==> config.mk <==
export PLATFORM = sky130hd
export DESIGN_NAME = irq_priority_encoder
export DESIGN_NICKNAME = d
export VERILOG_FILES = /design/src/rtl/irq_priority_encoder.sv
export SDC_FILE = /design/constraint.sdc
export NUM_CORES = 1
export LEC_CHECK = 0
export BUFFER_PORTS_ARGS = -buffer_cell sky130_fd_sc_hd__buf_2
export CAP_MARGIN = 20
export CORE_AREA = 5 5 89 50
export DETAILED_ROUTE_END_ITERATION = 10
export DIE_AREA = 0 0 94 55
export GPL_TIMING_DRIVEN = 0
export HOLD_SLACK_MARGIN = 0.15
export PLACE_DENSITY = 0.7
export REMOVE_ABC_BUFFERS = 1
export SYNTH_ARGS = -nofsm -noshare
export SYNTH_HDL_FRONTEND = slang
export SYNTH_SLANG_ARGS = --single-unit
==> constraint.sdc <==
create_clock -name clk -period 6 [get_ports clk]
set_input_delay 0.9 -clock clk [delete_from_list [all_inputs] [get_ports clk]]
set_output_delay 0.9 -clock clk [all_outputs]
set_load 0.01 [all_outputs]
==> src/rtl/irq_priority_encoder.sv <==
// Sequential 8-to-3 interrupt priority encoder: latches request edges into a
// pending register and grants the lowest unmasked pending line via valid/ack.
module irq_priority_encoder #(
  parameter int N  = 8,
  parameter int W  = 3,
  parameter int CW = 8
) (
  input  logic          clk,
  input  logic          rst_n,
  input  logic          enable,
  input  logic [N-1:0]  encoder_in,
  input  logic [N-1:0]  mask,
  input  logic          ack,
  output logic [W-1:0]  encoder_out,
  output logic          valid,
  output logic [N-1:0]  pending,
  output logic [CW-1:0] miss_count
);

  localparam int PW = $clog2(N + 1);
  localparam int SW = CW + 1;

  typedef enum logic [1:0] {IDLE, GRANT, HOLDOFF} state_t;

  state_t         state, state_next;
  logic [N-1:0]   prev_in;
  logic [N-1:0]   req_edge;
  logic [N-1:0]   clear_vec;
  logic [N-1:0]   pending_next;
  logic [N-1:0]   miss_vec;
  logic [N-1:0]   cand;
  logic [W-1:0]   index;
  logic [PW-1:0]  miss_num;
  logic [SW-1:0]  miss_sum;
  logic           grant_ack;
  logic           grant_start;

  // A new edge on a line wins over the ack clearing that same line.
  always_comb begin
    req_edge  = encoder_in & ~prev_in;
    grant_ack = (state == GRANT) && ack;
    clear_vec = '0;
    if (grant_ack) begin
      clear_vec[encoder_out] = 1'b1;
    end
    pending_next = req_edge | (pending & ~clear_vec);
    miss_vec     = req_edge & pending & ~clear_vec;
    cand         = pending & ~mask;
    grant_start  = (state == IDLE) && enable && (cand != '0);
  end

  always_comb begin
    index = '0;
    for (int i = N - 1; i >= 0; i--) begin
      if (cand[i]) begin
        index = W'(i);
      end
    end
  end

  always_comb begin
    miss_num = '0;
    for (int i = 0; i < N; i++) begin
      miss_num = miss_num + PW'(miss_vec[i]);
    end
    miss_sum = {1'b0, miss_count} + SW'(miss_num);
  end

  always_ff @(posedge clk or negedge rst_n) begin
    if (!rst_n) begin
      state <= IDLE;
    end else begin
      state <= state_next;
    end
  end

  always_comb begin
    state_next = state;
    case (state)
      IDLE:    if (grant_start) state_next = GRANT;
      GRANT:   if (ack)         state_next = HOLDOFF;
      HOLDOFF:                  state_next = IDLE;
      default:                  state_next = IDLE;
    endcase
  end

  always_comb begin
    valid = (state == GRANT);
  end

  // encoder_out is loaded only when a grant starts, so it stays frozen
  // through GRANT and keeps its last value while idle.
  always_ff @(posedge clk or negedge rst_n) begin
    if (!rst_n) begin
      prev_in     <= '0;
      pending     <= '0;
      miss_count  <= '0;
      encoder_out <= '0;
    end else begin
      prev_in    <= encoder_in;
      pending    <= pending_next;
      miss_count <= miss_sum[CW] ? {CW{1'b1}} : miss_sum[CW-1:0];
      if (grant_start) begin
        encoder_out <= index;
      end
    end
  end

endmodule
## Yosys cells after proc, flatten, opt, wreduce, memory -nomap -nowiden

Index checks and enable logic that the tools add are counted.

| operators by class | value |
|---|---|
| multiplexer cells | 15 |
| add/sub/neg operators | 8 |
| bitwise logic cells | 9 |
| $lt $le $gt $ge | 2 |
| reduce and logical (&&, ||, !) cells | 7 |
| eq/ne operators | 3 |

Operators with widths:

| operator | number |
|---|---|
| 8-bit AND | 5 |
| 3-bit 2-to-1 mux | 8 |
| 8-bit inverter | 3 |
| 4-bit by 1-bit adder with 4-bit output | 4 |
| 8-bit 2-to-1 mux | 2 |
| 8-bit by 4-bit adder with 9-bit output | 1 |
| 8-bit OR | 1 |
| 8-bit nonzero test | 1 |
| 3-bit by 1-bit adder with 4-bit output | 1 |
| 1-bit logical AND | 4 |
| 3-bit by 4-bit < comparator with 1-bit output, second input constant | 1 |
| 2-bit 2-to-1 mux | 2 |
| 2-bit inequality test, second input constant | 2 |
| 2-bit one-hot mux with 2 select lines | 1 |
| 2-bit by 1-bit adder with 3-bit output | 1 |
| 1-bit demux with 3-bit select | 1 |
| 3-bit by 1-bit greater-or-equal comparator with 1-bit output, second input constant | 1 |
| 1-bit by 1-bit adder with 2-bit output | 1 |
| 2-bit by 1-bit equality test with 1-bit output, second input constant | 1 |
| 2-bit logical NOT | 1 |
| 2-bit AND reduction | 1 |
| 1-bit 2-to-1 mux | 1 |

| storage, ports and cells | value |
|---|---|
| input port bits | 20 |
| output and inout port bits | 20 |
| logic and storage cells | 49 |
| register bits | 29 |

## Logic depth before layout (Yosys ltp)

| logic depth | value |
|---|---|
| depth after elaboration | 16 |
| depth in mapped cells | 15 |
| gate-level depth less buffers | 15 |

## Worst setup path after synthesis

Ideal clock, no wire load.

| path | value |
|---|---|
| path kind | input to register |
| from | in ack |
| to | reg miss_count[5] |
| setup time | 128 ps |
| slack | 1,227 ps |
| required time | 5,872 ps |
| stages on the path | 15 |
| arrival | 4,645 ps |
| cell sequence | and3b_4 -> nand2b_4 -> o31ai_2 -> nor2_1 -> fa_1 -> inv_1 -> fa_1 -> inv_1 -> fa_1 -> fa_1 -> fa_1 -> a21o_1 -> a21oi_2 -> nand3b_1 -> nand3b_1 |

| on the way | value |
|---|---|
| longest elaborated chain between the ends | 13 |

RTL lines:

| what | RTL line | text |
|---|---|---|
| start: declaration | 13 | `input logic ack,` |
| 1-bit logical AND (*) | 41 | `grant_ack = (state == GRANT) && ack;` |
| 8-bit 2-to-1 mux (*) | 43 | `if (grant_ack) begin` |
| 8-bit inverter (*) | 47 | `miss_vec = req_edge & pending & ~clear_vec;` |
| 8-bit AND (*) | 47 |  |
| 1-bit by 1-bit adder with 2-bit output | 64 | `miss_num = miss_num + PW'(miss_vec[i]);` |
| 2-bit by 1-bit adder with 3-bit output | 64 |  |
| 3-bit by 1-bit adder with 4-bit output | 64 |  |
| 4-bit by 1-bit adder with 4-bit output (3 in series) | 64 |  |
| 4-bit by 1-bit adder with 4-bit output (*) | 64 |  |
| 8-bit by 4-bit adder with 9-bit output (*) | 66 | `miss_sum = {1'b0, miss_count} + SW'(miss_num);` |
| 8-bit 2-to-1 mux (*) | 102 | `miss_count <= miss_sum[CW] ? {CW{1'b1}} : miss_sum[CW-1:0];` |
| end signal: assignment | 102 |  |
| end: declaration | 17 | `output logic [CW-1:0] miss_count` |

Mark *: on every way between the ends. The rest lies on a longest branch, timed or not.
A chain may end at the register's enable or synchronous reset.

## Worst setup path after layout

| path | value |
|---|---|
| from | in ack |
| to | reg miss_count[3] |

The elaborated chain is that of the path after synthesis.

==> flow_summary.json <==
{
  "yosysSeqAreaShare": 0.4750,
  "dr_total_vias": 1186,
  "cts_made_buffers": 5,
  "holdBufCountCts": 0,
  "drc": 0,
  "cts.clk_slew.worst_paths_ns": 0.06,
  "synth_edf_count": 0,
  "h-tree-depth": 2,
  "p_sw_mw": 0.3701,
  "rsz0062_at_grt": "false",
  "synth_warnings": 0,
  "rows": 16,
  "fp.dieArea_um2": 5170,
  "clockBufferDepth": 2,
  "powerDensity_nw_per_um2": 489.5,
  "min_path_type": "reg2reg",
  "hold_ws_ns": 0.4463,
  "cts-root-buf": "clkbuf_8",
  "synthCells": 138,
  "internal-power_mw": 0.5487,
  "grt-ovfl-total": 0,
  "pwr-share-clk": 0.171,
  "p_leak_nw": 0.8849,
  "drive_gt1_frac": 0.3098,
  "coreArea_um2": 3643,
  "synth_area_per_cell_um2": 11.07,
  "final_cells": 238,
  "grt_max_degree": 30,
  "clk_latency_ns": 0.27,
  "antenna_found_initial": 0,
  "hold_depth": 1,
  "criticalPathCategory": "in2reg",
  "cap_violations": 0,
  "cp_max_fo": 6,
  "routed_wl_mm": 3.456,
  "cts_setup_buffers": 0,
  "finClkSkew_ns": 0.004070,
  "die_x_um": 94,
  "post-route-period-util": 0.8337,
  "via_per_inst": 4.983,
  "gp_congestion": 0.7755,
  "ir_drop_mv": 0.1582,
  "first_pass_iters": 4,
  "crit_path_start_kind": "primary input",
  "status": "finished, final reports clean",
  "period_minus_slack_ns": 5.002,
  "tightest_slew_ns": 0.6446,
  "max_freq_ghz": 0.1999,
  "hold_viol": 0,
  "cts_resized": 0,
  "slew-limit-headroom": 0.5702,
  "pin_count": 40,
  "grt_pass1_wl_mm": 5.816,
  "grt_pass1_vias": 1215,
  "syn_area_um2": 1528,
  "nFillCells": 350,
  "dp_hpwl_mm": 2.819,
  "ys_async_sr_fraction": 1.000,
  "die_h_um": 55,
  "cts_tree": "done",
  "cp.arrival_ns": 5.15,
  "fin_nets": 215,
  "cts.sinks": 29,
  "utilization": 0.5151,
  "initial_core_util": 0.4193,
  "required_ns": 6.15,
  "dpl.cell_count": 231,
  "drtIter0Drc": 38,
  "p_seq_frac": 0.349,
  "syn_to_final_growth_pct": 22.85,
  "ff2ff_path_depth": 15,
  "ys_types": 36,
  "ys.flop_type": "dfrtp_1",
  "endpoint_kind": "flip-flop",
  "power_switching_share": 0.4028,
  "tns_ns": 0,
  "drv_slew": 0,
  "grt.total_usage": 0.1538,
  "combPwrFrac": 0.480,
  "setup-violations-final": 0,
  "post_drt_wl_per_cell_um": 14.52,
  "diodes": 0,
  "ys_seq_elements": 29,
  "drtAntennaViolNets": 0,
  "place.port_buffers": 39
}
[logic make-up (layout without fill, tap and decap cells)]
kind of cell,Yosys count,after routing,share of synthesized area
mux,2,2,0.01638
simple gates,53,53,0.2187
compound gates,33,33,0.1474
fa+ha+maj,11,11,0.1147
flops,29,29,0.4750
buf+inv,9,55,0.02211
xor+xnor,1,1,0.005734
[layer usage]
| metal | part of all wire | track usage | vias to the layer above |
|---|---|---|---|
| li1 | - | - | 572 |
| met1 | 0.50 | 0.2066 | 576 |
| met5 | 0 | 0 | - |
| met4 | 0.0090 | 0.05516 | 0 |
| met3 | 0.057 | 0.06081 | 4 |
| met2 | 0.43 | 0.2268 | 34 |
[placed cells by master (no fill, tap or decap), types with 2 or more instances in the layout]
cell type,synthesis,layout
nand3_1,2,2
buf_2,0,39
nor2_1,8,8
o31ai_2,2,2
nand2b_1,19,19
dfrtp_1,29,29
fa_1,5,5
inv_1,9,9
or3_1,2,2
o21ai_1,7,7
a21oi_1,6,6
nand2_1,9,9
a211oi_1,2,2
ha_1,6,6
clkbuf_8,0,6
nor2b_1,3,3
a21o_1,2,2
a31oi_1,3,3
o21ai_0,2,2
o21ai_2,3,3
nand3b_1,2,2
[power by group through the flow]
stage	logic, mW	registers, mW	clock network, mW
floorplan	0.285	0.335	0
global placement	0.419	0.318	0
detailed placement	0.444	0.323	0
CTS	0.445	0.320	0.161
global route	0.500	0.331	0.170
finish	0.441	0.321	0.157
[area by class of cell]
cell class,count,area [µm²],area share
multi-input combinational,100,768.2,0.4093
sequential,29,725.7,0.3867
timing repair buffer,39,195.2,0.1040
clock buffer,7,86.33,0.04600
tap,54,67.56,0.03600
inverter,9,33.78,0.01800
[synth_stat cells, types with 3 or more instances]
library cell / n / area [µm²]
dfrtp_1: 29 / 725.7
nand2b_1: 19 / 118.9
inv_1: 9 / 33.78
nand2_1: 9 / 33.78
nor2_1: 8 / 30.03
o21ai_1: 7 / 35.03
a21oi_1: 6 / 30.03
ha_1: 6 / 75.07
fa_1: 5 / 100.1
a31oi_1: 3 / 18.77
nor2b_1: 3 / 18.77
o21ai_2: 3 / 26.28
[worst max-delay path, stage by stage]
cell,delay [ns]
buf_2,0.09
and3b_4,0.24
nand2b_4,0.09
o31ai_2,0.21
nor2_1,0.09
fa_1,0.57
inv_1,0.07
fa_1,0.52
inv_1,0.05
fa_1,0.51
fa_1,0.50
fa_1,0.44
a21o_1,0.22
a21oi_2,0.27
nand3b_1,0.27
o21ai_1,0.10
[registers in the layout, summed over array words and instances (netlist names)]
register     count
encoder_out      3
prev_in          8
miss_count       8
pending          8
state            2
[worst paths after layout]
kind                            start            end  slack [ns]
max                               ack  miss_count[3]         1.0
min                        prev_in[7]     pending[7]        0.45
max reg2reg                  state[1]  miss_count[3]        1.22
min reg2reg                prev_in[7]     pending[7]        0.45
max in group asynchronous       rst_n     prev_in[4]        4.93
min in group asynchronous       rst_n  miss_count[2]        0.65
[through the flow]
stage | power (mW) | setup slack (ns) | area, µm²
5_1_grt | 1.002 | 0.7961 | 1877
4_1_cts | 0.9262 | 1.006 | 1877
3_5_place_dp | 0.7669 | 0.7326 | 1790
2_1_floorplan | 0.6196 | 1.227 | 1528
3_3_place_gp | 0.7370 | 0.7901 | 1790
6_report | 0.9187 | 0.9977 | 1877
No activity file was read; power rests on OpenSTA's default activity.
